===== config.mk =====
export PLATFORM = sky130hd
export DESIGN_NAME = wm8978_reg_sched
export DESIGN_NICKNAME = d
export VERILOG_FILES = /design/src/rtl/wm8978_reg_sched.sv
export SDC_FILE = /design/constraint.sdc
export NUM_CORES = 1
export LEC_CHECK = 0
export BUFFER_PORTS_ARGS = -buffer_cell sky130_fd_sc_hd__buf_2
export CAP_MARGIN = 20
export CORE_UTILIZATION = 53
export CTS_CLUSTER_DIAMETER = 50
export CTS_CLUSTER_SIZE = 24
export DETAILED_ROUTE_END_ITERATION = 10
export GPL_ROUTABILITY_DRIVEN = 0
export PLACE_DENSITY = 0.75
export SYNTH_ARGS = -nofsm -noshare
export SYNTH_HDL_FRONTEND = slang
export SYNTH_SLANG_ARGS = --single-unit

===== constraint.sdc =====
create_clock -name clk -period 3.4 [get_ports clk]
set_input_delay 0.68 -clock clk [delete_from_list [all_inputs] [get_ports clk]]
set_output_delay 0.68 -clock clk [all_outputs]
set_load 0.03 [all_outputs]

===== src/rtl/wm8978_reg_sched.sv =====
// WM8978 control-port write scheduler: power-up wait, init table, coalesced volume updates, NACK retry.
// Optional feature: define WM8978_VOL_RAMP_EN to step cur_vol by +/-1 per volume sequence.
module wm8978_reg_sched #(
    parameter int unsigned INIT_DLY  = 500000,
    parameter int unsigned REG_NUM   = 8,
    parameter int unsigned MAX_RETRY = 3,
    parameter logic [5:0]  VOL_DEF   = 6'd40
) (
    input  logic        clk,
    input  logic        rst,
    input  logic        vol_req,
    input  logic [5:0]  vol_val,
    output logic        i2c_exec,
    output logic [15:0] i2c_data,
    input  logic        i2c_done,
    input  logic        i2c_ack,
    output logic        init_done,
    output logic        busy,
    output logic        cfg_err,
    output logic [5:0]  cur_vol
);

    localparam int CNT_W = (INIT_DLY > 1) ? $clog2(INIT_DLY) : 1;
    localparam int IDX_W = (REG_NUM > 1) ? $clog2(REG_NUM) : 1;
    localparam int RTY_W = (MAX_RETRY > 0) ? $clog2(MAX_RETRY + 1) : 1;

    typedef enum logic [2:0] {
        S_PWR_WAIT,
        S_LOAD,
        S_ISSUE,
        S_WAIT,
        S_NEXT,
        S_IDLE
    } state_t;

    state_t             state_q;
    logic [CNT_W-1:0]   cnt_q;
    logic [IDX_W-1:0]   idx_q;
    logic [RTY_W-1:0]   retry_q;
    logic               in_vol_q;
    logic               ph_q;
    logic               skip_q;
    logic               pend_q;
    logic [5:0]         pend_val_q;
    logic               req_q;
    logic [5:0]         vol_lat_q;
    logic [5:0]         cur_vol_q;
    logic               cfg_err_q;
    logic               init_done_q;
    logic               exec_q;
    logic [15:0]        data_q;
    logic [15:0]        word_d;

    always_comb begin
        word_d = 16'h0000;
        if (in_vol_q) begin
            word_d = ph_q ? {7'd53, 3'b100, vol_lat_q} : {7'd52, 3'b000, vol_lat_q};
        end else begin
            case (int'(idx_q))
                0:       word_d = {7'd0,  9'h000};
                1:       word_d = {7'd1,  9'h01B};
                2:       word_d = {7'd2,  9'h1B0};
                3:       word_d = {7'd3,  9'h06F};
                4:       word_d = {7'd4,  9'h010};
                5:       word_d = {7'd6,  9'h000};
                6:       word_d = {7'd52, 3'b000, VOL_DEF};
                7:       word_d = {7'd53, 3'b100, VOL_DEF};
                default: word_d = 16'h0000;
            endcase
        end
    end

    always_ff @(posedge clk) begin
        if (rst) begin
            state_q     <= S_PWR_WAIT;
            cnt_q       <= '0;
            idx_q       <= '0;
            retry_q     <= '0;
            in_vol_q    <= 1'b0;
            ph_q        <= 1'b0;
            skip_q      <= 1'b0;
            pend_q      <= 1'b0;
            pend_val_q  <= '0;
            req_q       <= 1'b0;
            vol_lat_q   <= '0;
            cur_vol_q   <= VOL_DEF;
            cfg_err_q   <= 1'b0;
            init_done_q <= 1'b0;
            exec_q      <= 1'b0;
            data_q      <= '0;
        end else begin
            exec_q <= 1'b0;
            req_q  <= vol_req;
            case (state_q)
                S_PWR_WAIT: begin
                    if (cnt_q == CNT_W'(INIT_DLY - 1)) begin
                        state_q  <= S_LOAD;
                        idx_q    <= '0;
                        in_vol_q <= 1'b0;
                    end else begin
                        cnt_q <= cnt_q + 1'b1;
                    end
                end
                S_LOAD: begin
                    data_q  <= word_d;
                    exec_q  <= 1'b1;
                    state_q <= S_ISSUE;
                end
                S_ISSUE: begin
                    state_q <= S_WAIT;
                end
                S_WAIT: begin
                    if (i2c_done) begin
                        if (!i2c_ack) begin
                            retry_q <= '0;
                            skip_q  <= 1'b0;
                            state_q <= S_NEXT;
                        end else if (retry_q < RTY_W'(MAX_RETRY)) begin
                            retry_q <= retry_q + 1'b1;
                            exec_q  <= 1'b1;
                            state_q <= S_ISSUE;
                        end else begin
                            retry_q   <= '0;
                            skip_q    <= 1'b1;
                            cfg_err_q <= 1'b1;
                            state_q   <= S_NEXT;
                        end
                    end
                end
                S_NEXT: begin
                    if (!in_vol_q) begin
                        if (idx_q == IDX_W'(REG_NUM - 1)) begin
                            init_done_q <= 1'b1;
                            state_q     <= S_IDLE;
                        end else begin
                            idx_q   <= idx_q + 1'b1;
                            state_q <= S_LOAD;
                        end
                    end else if (!ph_q) begin
                        ph_q    <= 1'b1;
                        state_q <= S_LOAD;
                    end else begin
                        // skip_q here reflects the R53 word just finished
                        if (!skip_q) cur_vol_q <= vol_lat_q;
                        in_vol_q <= 1'b0;
                        state_q  <= S_IDLE;
`ifdef WM8978_VOL_RAMP_EN
                        if (skip_q || (vol_lat_q == pend_val_q)) pend_q <= 1'b0;
`endif
                    end
                end
                S_IDLE: begin
                    // a request seen last cycle holds service off so back-to-back requests coalesce
                    if (pend_q && !req_q) begin
`ifdef WM8978_VOL_RAMP_EN
                        if (cur_vol_q == pend_val_q) begin
                            pend_q <= 1'b0;
                        end else begin
                            vol_lat_q <= (pend_val_q > cur_vol_q) ? cur_vol_q + 6'd1
                                                                  : cur_vol_q - 6'd1;
                            in_vol_q  <= 1'b1;
                            ph_q      <= 1'b0;
                            state_q   <= S_LOAD;
                        end
`else
                        pend_q    <= 1'b0;
                        vol_lat_q <= pend_val_q;
                        in_vol_q  <= 1'b1;
                        ph_q      <= 1'b0;
                        state_q   <= S_LOAD;
`endif
                    end
                end
                default: state_q <= S_PWR_WAIT;
            endcase
            // a new request always wins over any clear above, so it is never lost
            if (vol_req) begin
                pend_q     <= 1'b1;
                pend_val_q <= vol_val;
            end
        end
    end

    assign i2c_exec  = exec_q;
    assign i2c_data  = data_q;
    assign init_done = init_done_q;
    assign cfg_err   = cfg_err_q;
    assign cur_vol   = cur_vol_q;
    assign busy      = !rst && ((state_q != S_IDLE) || pend_q);

endmodule


; Word level (Yosys, flattened, before mapping)
; Memories as Yosys holds them, arrays and structs flattened. A register that Yosys moved wholly into a read port is not among the register bits.
; Cells that the tools add are included.
[classes]
n_addsub = 3
order_cmp = 1
eq_ne = 15
n_mux = 35
bitwise = 4
n_reduce_logical = 23
[ops]
columns = cell, n
row1 = 2-to-1 mux 3 bit, 13
row2 = "adder 19 x 1 -> 19 bit, second input constant", 1
row3 = "== test 19 bit, second input constant", 1
row4 = case mux 3 bit (6 select lines), 1
row5 = 2-to-1 mux 16 bit, 1
row6 = AND reduction 3 bit, 5
row7 = "!= test 2 bit, second input constant", 7
row8 = 2-to-1 mux 1 bit, 13
row9 = AND reduction 4 bit, 3
row10 = 2-to-1 mux 10 bit, 1
row11 = "== test 3 bit, second input constant", 3
row12 = AND reduction 2 bit, 4
row13 = nonzero test 2 bit, 4
row14 = "== test 3 x 2 -> 1 bit, second input constant", 2
row15 = case mux 3 bit (2 select lines), 1
row16 = 2-to-1 mux 2 bit, 2
row17 = inverter 1 bit, 4
row18 = case mux 1 bit (2 select lines), 2
row19 = "adder 3 x 1 -> 3 bit, second input constant", 1
row20 = "== test 3 x 1 -> 1 bit, second input constant", 1
row21 = zero test 3 bit, 1
row22 = "!= test 3 bit, second input constant", 1
row23 = case mux 1 bit (3 select lines), 1
row24 = nonzero test 3 bit, 1
row25 = other kinds (5), 7
[word_totals]
reg_bits = 69
rom_bits = 112
in_bits = 11
elab_cells = 98
n_memories = 1
[memory_table]
columns = memory, words, width, read_ports, rd_ports_with_merged_regs, wr, line_no
row1 = (no name shown), 8, 14, 1, 1, 0, 59  ; case (int'(idx_q))

; Longest topological paths before layout
; Gate-level depths: netlist of run 1.
[logic_depth]
word_depth = 6
depth_mapped = 11
depth_no_buf = 10

; Worst setup path after synthesis of run 1
; No wires, ideal clock.
[synth_timing]
path_type = reg-to-reg
startpoint = register cnt_q[0]
endpoint = register (tool-made name)
setup_ns = 0.121
arrival_ns = 2.331
required_ns = 3.279
setup_slack_ns = 0.948
stages_incl_launch_ff = 10
path_buffers = 1
synth_period_minus_slack_ns = 2.452
cell_sequence = dfxtp_1 ha_1 and3_1 and2_1 a21oi_1 buf_2 mux2i_1 or2_2 ha_1 mux2_2
[synth_rtl]
columns = element, line_no
row1 = start: declaration, 37  ; logic [CNT_W-1:0] cnt_q;
row2 = start signal: assignment, 101  ; cnt_q <= cnt_q + 1'b1;

==> reports/summary.txt, run 1 <==
Routed vias - 2690
Period utilization - 0.7478
F_max - 0.3933 GHz
Critical path arrival - 2.79 ns
Worst VDD drop - 0.2485 mV
Final WL - 6436 um
GRT Total Usage - 0.2123
Initial detailed-routing violation count - 191
Yosys Warn Count - 0
Slew headroom - 0.4062
Worst r2r src - cnt_q[10]$_SDFFE_PP0P_
Reg2reg setup slack - 0.86 ns
Max Root-Sink Buffers - 2
Syn Area/Cell - 8.778 um^2
H-tree depth - 3
TritonRoute pass-1 iters - 4
Final nets - 420
Core Rows - 28
Overflow after GRT - 0
Worst slew pin tran - 0.8908 ns
CP bufs+invs - 1
First-pass GRT wire length - 10470 um
Post-CTS Setup Bufs - 0
Slowest stage cell, crit path - and4_1
EDFF count, synth - 0
Chip height - 80.81 um
Predominant post-synthesis flop cell - dfxtp_1
Met2 Wirelength - 2812 um
Latest clock arrival within the worst-skew pair - 0.35 ns
Filler Cells Inserted - 526
Post-Syn Area - 3292 um^2
CP required - 3.64 ns
Area after DPL - 3472 um^2
Layout Cells excl Fill - 481
Final HPWL DP - 4381 um
Count of cell types in the netlist - 46
Worst R2R Path Depth - 8
Commonest non-fill, non-tap cell in the layout - dfxtp_1
Area delta synth->final - 11.59%
Post-cts resize count - 0
Share of layout cells above drive strength 1 - 0.1478
Post-synth ARST share - 0
Total core area - 5956 um^2
Largest net degree at the start of global routing - 30
Sum Neg Setup Slack - 0 ns
Worst-path clk slew - 0.08 ns
Total CTS buffers - 9
Placed cell count - 465
CP Max Fanout - 12
Worst setup SP type - flip-flop
M1 WL - 3269 um
Post-route core utilization - 0.6168
Synthesized instance count - 375
WL/cell - 13.38 um
Post-route DRC - 0
Final Slew Violations - 0
WP depth - 8
Commonest non-fill, non-tap cells in the layout - dfxtp_1 (77), nor2_1 (51), buf_2 (34), a21oi_1 (32), nand2_1 (28)
Hold Path Class - flip-flop to flip-flop
Hold-fix buffer count after cts - 0
Max-cap viol count - 0
Register bit total from synthesis - 77
Max Used Layer - met4
Worst setup startpoint - cnt_q[10]$_SDFFE_PP0P_
Critical path's top delay family - simple AND/OR/NAND/NOR gates
Final setup vio count - 0
Unrepaired setup endpoints after global routing - false
Via-to-Cell Ratio - 5.593
Worst Slack Setup Final - 0.8576 ns
Skew final - 0.01154 ns
CP endpoint kind - flip-flop
I/O pin cnt - 37
Port Buffers - 34
Met3 wire len - 215 um
Leakage power - 1.400 nW
Initial core utilization - 0.5527
Die area - 6530 um^2
Slowest stage delay, CP - 0.42 ns
Chip Width - 80.81 um
Root Buffer - clkbuf_8
Initial antenna violation count - 0
Pre-CTS setup slack - 0.8622 ns
CTS tree - done
Design area - 3674 um^2
Diodes inserted - 0
Post-DRT Antenna Nets - 0
Status - finished clean
Register area share after synthesis - 0.4683
WS Path Type - flip-flop to flip-flop
Total power - 1.795 mW
Vias in the first global route - 2212
CTS Sinks - 77
P per Cell Area - 488.5 nW/um^2
Worst-path cell chain - nor4_1 > and4_1 > a21oi_1 > buf_4 > mux2i_1 > or2_2 > ha_1 > mux2_2
WHS - 0.4569 ns
Final Hold Viols - 0
Minimum clock period - 2.542 ns
Yosys cell counts, types with 4 or more instances:
cell type	count	area share
nor3_1	8	0.012
a21oi_1	32	0.049
nand4_1	7	0.013
mux2i_1	17	0.052
o21ai_0	12	0.018
nand2_1	28	0.032
dfxtp_1	77	0.47
nor2_1	51	0.058
ha_1	8	0.030
clkbuf_1	15	0.017
or4_1	4	0.0091
nand3_1	13	0.020
xnor2_1	7	0.019
and3_1	4	0.0076
inv_1	14	0.016
nor2b_1	8	0.015
or3_1	6	0.011
nand2b_1	5	0.0095
a211oi_1	10	0.023
worst min path at each step:
stage,start,to,cells after the start
2_1_floorplan,pend_val_q[0]$_SDFFE_PP0P_,vol_lat_q[0]$_SDFFE_PP0P_,2
3_3_place_gp,pend_val_q[2]$_SDFFE_PP0P_,vol_lat_q[2]$_SDFFE_PP0P_,2
3_5_place_dp,pend_val_q[2]$_SDFFE_PP0P_,vol_lat_q[2]$_SDFFE_PP0P_,2
4_1_cts,pend_val_q[0]$_SDFFE_PP0P_,vol_lat_q[0]$_SDFFE_PP0P_,2
5_1_grt,pend_val_q[2]$_SDFFE_PP0P_,vol_lat_q[2]$_SDFFE_PP0P_,2
6_report,pend_val_q[2]$_SDFFE_PP0P_,vol_lat_q[2]$_SDFFE_PP0P_,2
area by class of cell:
| class | instances | area (um^2) | area share |
|---|---|---|---|
| timing repair buffer | 38 | 200.2 | 0.05450 |
| clock buffer | 11 | 141.4 | 0.03849 |
| inverter | 14 | 52.55 | 0.01431 |
| sequential | 77 | 1541 | 0.4196 |
| clock inverter | 5 | 60.06 | 0.01635 |
| multi-input combinational | 261 | 1584 | 0.4312 |
| tap | 75 | 93.84 | 0.02554 |
where the power goes:
part,internal (mW),total [mW],switching (mW)
combinational,0.0529,0.149,0.0961
clock,0.360,0.690,0.330
sequential,0.931,0.955,0.0246
total,1.34,1.79,0.451
metal layers:
layer  vias up  track usage
met4         0       0.1179
met2        49       0.3042
li1       1367            -
met1      1261       0.2934
met3        13      0.04719
met5         -            0
tightest hold or removal path, stage by stage (launching register included):
cell     delay, ns
dfxtp_1       0.32
nand2_1       0.05
a21oi_1       0.05
cell families after synthesis:
family,share of synthesized area
flip-flops,0.4683
adder cells (fa/ha/maj),0.03041
XOR/XNOR,0.02129
AO/OA/AOI/OAI,0.1429
other,0.001139
buffers and inverters,0.05169
AND/OR/NAND/NOR,0.2258
multiplexers,0.05853
Power figures use the tool's default switching activity.
==> run 2: changes to the inputs <==
- ABC_AREA: default -> 1
- PLACE_DENSITY: 0.75 -> 0.78
- clock period: 3.4 -> 2.2 ns (I/O delays scaled with it)
==> reports/summary.txt, run 2 <==
Slowest stage cell, crit path - dfxtp_1
Critical path's top delay family - simple AND/OR/NAND/NOR gates
F_max - 0.4702 GHz
Total CTS buffers - 9
Worst VDD drop - 0.5039 mV
Synth area leader - dfxtp_1
Top cells by count, synth - nand2_1 (98), dfxtp_1 (77), nor2_1 (63), inv_1 (55), o21ai_0 (34)
Worst setup SP type - flip-flop
Pre-CTS setup slack - 0.02425 ns
Design area - 3974 um^2
Area contributors post-synth - dfxtp_1 (43%), nand2_1 (10%), nor2_1 (6.7%)
CP required - 2.44 ns
Layout Cells excl Fill - 600
Post-Syn Area - 3545 um^2
WS Path Type - flip-flop to flip-flop
Port Buffers - 34
Final setup vio count - 0
Core Rows - 29
CTS Sinks - 77
Area delta synth->final - 12.11%
Final WL - 7764 um
Sum Neg Setup Slack - 0 ns
Commonest non-fill, non-tap cell in the layout - nand2_1
Commonest non-fill, non-tap cells in the layout - nand2_1 (95), dfxtp_1 (77), nor2_1 (63), inv_1 (54)
Vias in the first global route - 3077
Worst-path clk slew - 0.08 ns
Routed vias - 3126
Max Root-Sink Buffers - 2
Worst R2R Path Depth - 12
Most numerous cell in the Yosys netlist - nand2_1
Synthesized instance count - 480
Initial detailed-routing violation count - 107
Worst-path cell chain - ha_1 > ha_1 > or2_4 > a21oi_4 > nand2_2 > nand2_1 > nand2_1 > nand2_2 > inv_1 > ha_1 > nand3_1 > nand2_1
Register bit total from synthesis - 77
Leakage power - 1.769 nW
Via-to-Cell Ratio - 5.210
Post-DRT Antenna Nets - 0
Worst Slack Setup Final - 0.07343 ns
WP depth - 12
Diodes inserted - 0
Die area - 7019 um^2
Initial core utilization - 0.5551
P per Cell Area - 625.5 nW/um^2
Hold depth - 3
Syn Area/Cell - 7.385 um^2
I/O pin cnt - 37
Total power - 2.486 mW
Yosys Warn Count - 0
CTS tree - done
Register area share after synthesis - 0.4349
Share of layout cells above drive strength 1 - 0.1912
Largest net degree at the start of global routing - 27
Total core area - 6386 um^2
Root Buffer - clkbuf_8
Post-synth ARST share - 0
CP Max Fanout - 5
Final Slew Violations - 0
Hold Path Class - primary input to flip-flop
Period utilization - 0.9666
Slowest stage delay, CP - 0.33 ns
EDFF count, synth - 0
CP endpoint kind - flip-flop
Max-cap viol count - 0
Top cell type's share of synthesized area - 0.4349
Placed cell count - 580
Critical path arrival - 2.37 ns
Overflow after GRT - 0
Latest clock arrival within the worst-skew pair - 0.35 ns
Chip height - 83.78 um
Post-route core utilization - 0.6223
Final nets - 537
Chip Width - 83.78 um
TritonRoute pass-1 iters - 5
GRT Total Usage - 0.2358
First-pass GRT wire length - 13360 um
Post-route DRC - 0
Predominant post-synthesis flop cell - dfxtp_1
Final HPWL DP - 5444 um
Count of cell types in the netlist - 40
WHS - 0.3123 ns
Status - finished clean
Area after DPL - 3750 um^2
Skew final - 0.005880 ns
Minimum clock period - 2.127 ns
CP bufs+invs - 1
Final Hold Viols - 0
H-tree depth - 3
Hold-fix buffer count after cts - 0
Initial antenna violation count - 0
WL/cell - 12.94 um
==> run 2: per-layer routing <==
layer / wire length (um) / up-vias / GRT usage
li1: - / 1603 / -
met1: 3297 / 1420 / 0.2805
met2: 3953 / 82 / 0.4021
met3: 327 / 21 / 0.05341
met4: 184 / 0 / 0.1109
met5: 0 / - / 0
==> run 2: final cells by class <==
type                    instances  area [um^2]
flip-flops and latches         77         1541
clock buffers                  10        137.6
multi-input cells             325         1678
inverters                      61        229.0
repair buffers                 44        245.2
clock inverters                 6        46.29
fillers                       546         2412
well taps                      77        96.34
==> run 2: logic make-up (layout without fill, tap and decap cells) <==
kind of cell	Yosys count	in the layout	share of synthesized area
AOI/OAI and AO/OA	84	84	0.1338
xor gates and xnor gates	8	8	0.01977
adders and majority gates	8	8	0.02824
buffers and inverters	79	121	0.09566
DFF	77	77	0.4349
other	1	2	0.001058
and+or+nand+nor	223	223	0.2866
==> run 2: worst min-delay path: stages <==
cell and delay [ns]:
buf_2 0.07, nor2_1 0.03, nor2_1 0.08
==> run 2: final timing paths <==
kind | startpoint | endpoint | slack [ns]
worst min-delay path | vol_val[3] | pend_val_q[3]$_SDFFE_PP0P_ | 0.31
worst min register to register | cfg_err$_SDFFE_PP0P_ | cfg_err$_SDFFE_PP0P_ | 0.45
worst max register to register | idx_q[0]$_SDFFE_PP0N_ | flip-flop | 0.07
worst max-delay path | idx_q[0]$_SDFFE_PP0N_ | flip-flop | 0.07
==> run 2: repair_timing <==
item / in CTS / in global routing
gates resized for setup: 0 / 5
buffers inserted: 0 / 4
hold endpoints to repair: 0 / 0
setup endpoints to repair: 0 / 6
==> run 2: where the power goes <==
group          switching (mW)  internal [mW]
Combinational          0.0521         0.0244
Clock                   0.545          0.448
Sequential            0.00913           1.41
==> run 3: changes to the inputs <==
- PLACE_DENSITY: 0.78 -> 0.8
==> reports/summary.txt, run 3 (synthesis results as in run 2) <==
Worst setup SP type - flip-flop
CP bufs+invs - 2
Worst Slack Setup Final - -0.03421 ns
Failing checks - negative setup slack
Sum Neg Setup Slack - -0.08644 ns
Final Slew Violations - 0
Final Hold Viols - 0
Routed vias - 3151
F_max - 0.4476 GHz
Core Rows - 29
CTS Sinks - 77
Critical path arrival - 2.53 ns
Hold depth - 3
Worst R2R Path Depth - 12
Diodes inserted - 0
Hold-fix buffer count after cts - 0
Chip Width - 83.78 um
TritonRoute pass-1 iters - 4
Status - finished with violations
H-tree depth - 3
Minimum clock period - 2.234 ns
Initial antenna violation count - 0
CTS tree - done
Pre-CTS setup slack - 0.01524 ns
WL/cell - 13.14 um
Total core area - 6386 um^2
Total power - 2.839 mW
Final nets - 539
Layout Cells excl Fill - 602
P per Cell Area - 698.9 nW/um^2
Hold Path Class - primary input to flip-flop
Worst r2r src - idx_q[0]$_SDFFE_PP0N_
Slowest stage delay, CP - 0.33 ns
Reg2reg setup slack - -0.03 ns
Root Buffer - clkbuf_8
CP endpoint kind - flip-flop
Final WL - 7909 um
Leakage power - 1.811 nW
Filler Cells Inserted - 555
Chip height - 83.78 um
GRT Total Usage - 0.2369
Area delta synth->final - 14.58%
Post-route DRC - 0
Port Buffers - 34
Hold_sp - vol_val[3]
Latest clock arrival within the worst-skew pair - 0.36 ns
Post-DRT Antenna Nets - 0
Largest net degree at the start of global routing - 28
Worst VDD drop - 0.4250 mV
Worst-path clk slew - 0.08 ns
Commonest non-fill, non-tap cell in the layout - nand2_1
Skew final - 0.007554 ns
Max Root-Sink Buffers - 2
Most used cell, CP - ha_1
Initial core utilization - 0.5551
First-pass GRT wire length - 13380 um
Critical path's top delay family - simple AND/OR/NAND/NOR gates
Total CTS buffers - 9
Die area - 7019 um^2
WS Path Type - flip-flop to flip-flop
Period utilization - 1.016
I/O pin cnt - 37
Placed cell count - 580
Worst-path cell chain - ha_1 > ha_1 > or2_2 > a21oi_4 > buf_4 > nand3_1 > nand2_2 > nand2_2 > inv_2 > ha_1 > nand3_1 > nand2_1
Slowest stage cell, crit path - dfxtp_2
Share of layout cells above drive strength 1 - 0.2000
Sink of the worst hold path - pend_val_q[3]$_SDFFE_PP0P_
Initial detailed-routing violation count - 157
Final HPWL DP - 5455 um
Commonest non-fill, non-tap cells in the layout - nand2_1 (94), dfxtp_1 (76), nor2_1 (63), inv_1 (53)
Overflow after GRT - 0
CP required - 2.50 ns
CP Max Fanout - 5
Final setup vio count - 3
Max-cap viol count - 0
Vias in the first global route - 3034
Via-to-Cell Ratio - 5.234
## run 3: cell count changes in the layout (fill, tap and decap cells not counted), sizes merged
cell | previous run | this run
buf | 44 | 46
clkinvlp | 2 | 1
bufinv | 0 | 3
clkinv | 2 | 0
## run 3: layout make-up
class,instances,area (um^2),area share
Clock inverter,6,117.6,0.02896
Sequential cell,77,1543,0.3799
Timing Repair Buffer,46,260.3,0.06408
Inverter,61,229.0,0.05638
Multi-Input combinational cell,325,1678,0.4131
Tap cell,77,96.34,0.02372
Clock buffer,10,137.6,0.03389
## run 3: metal layers
layer / part of all wire / global-route usage / routed length [um]
met1: 0.44 / 0.2803 / 3453
met4: 0.020 / 0.1032 / 162
met5: 0 / 0 / 0
met2: 0.50 / 0.4191 / 3983
met3: 0.039 / 0.04154 / 310
## run 3: metrics by stage
step,hold slack [ns],util,instance area (um^2)
2_1_floorplan,0.4415,-,3548
3_3_place_gp,0.4360,0.5872,3750
3_5_place_dp,0.4403,0.5872,3750
4_1_cts,0.2950,0.6275,4008
5_1_grt,0.2980,0.6360,4061
6_report,0.3064,0.6360,4061
## run 3: worst reg2reg max path, cell delays in order (launching register included)
cell     delay, ns
dfxtp_2       0.33
ha_1          0.19
ha_1          0.20
or2_2         0.31
a21oi_4       0.23
buf_4         0.14
nand3_1       0.08
nand2_2       0.10
nand2_2       0.08
inv_2         0.09
ha_1          0.19
nand3_1       0.14
nand2_1       0.11
## run 3: power breakdown
part           switching, mW  internal [mW]
clock                  0.550          0.796
combinational         0.0522         0.0240
sequential           0.00918           1.41
total                  0.611           2.23
## run 3: how the worst max path moves through the flow
stage | start | to | depth (start not counted)
floorplan | idx_q[0]$_SDFFE_PP0N_ | flip-flop | 12
global placement | idx_q[0]$_SDFFE_PP0N_ | flip-flop | 12
detailed placement | idx_q[0]$_SDFFE_PP0N_ | flip-flop | 12
CTS | idx_q[0]$_SDFFE_PP0N_ | flip-flop | 12
global route | idx_q[0]$_SDFFE_PP0N_ | flip-flop | 11
finish | idx_q[0]$_SDFFE_PP0N_ | flip-flop | 12
## run 3: timing repair
item | CTS | global route
pin swaps | 0 | 2
buffers inserted | 0 | 6
resized for setup | 1 | 6
endpoints found under the setup margin | 2 | 6
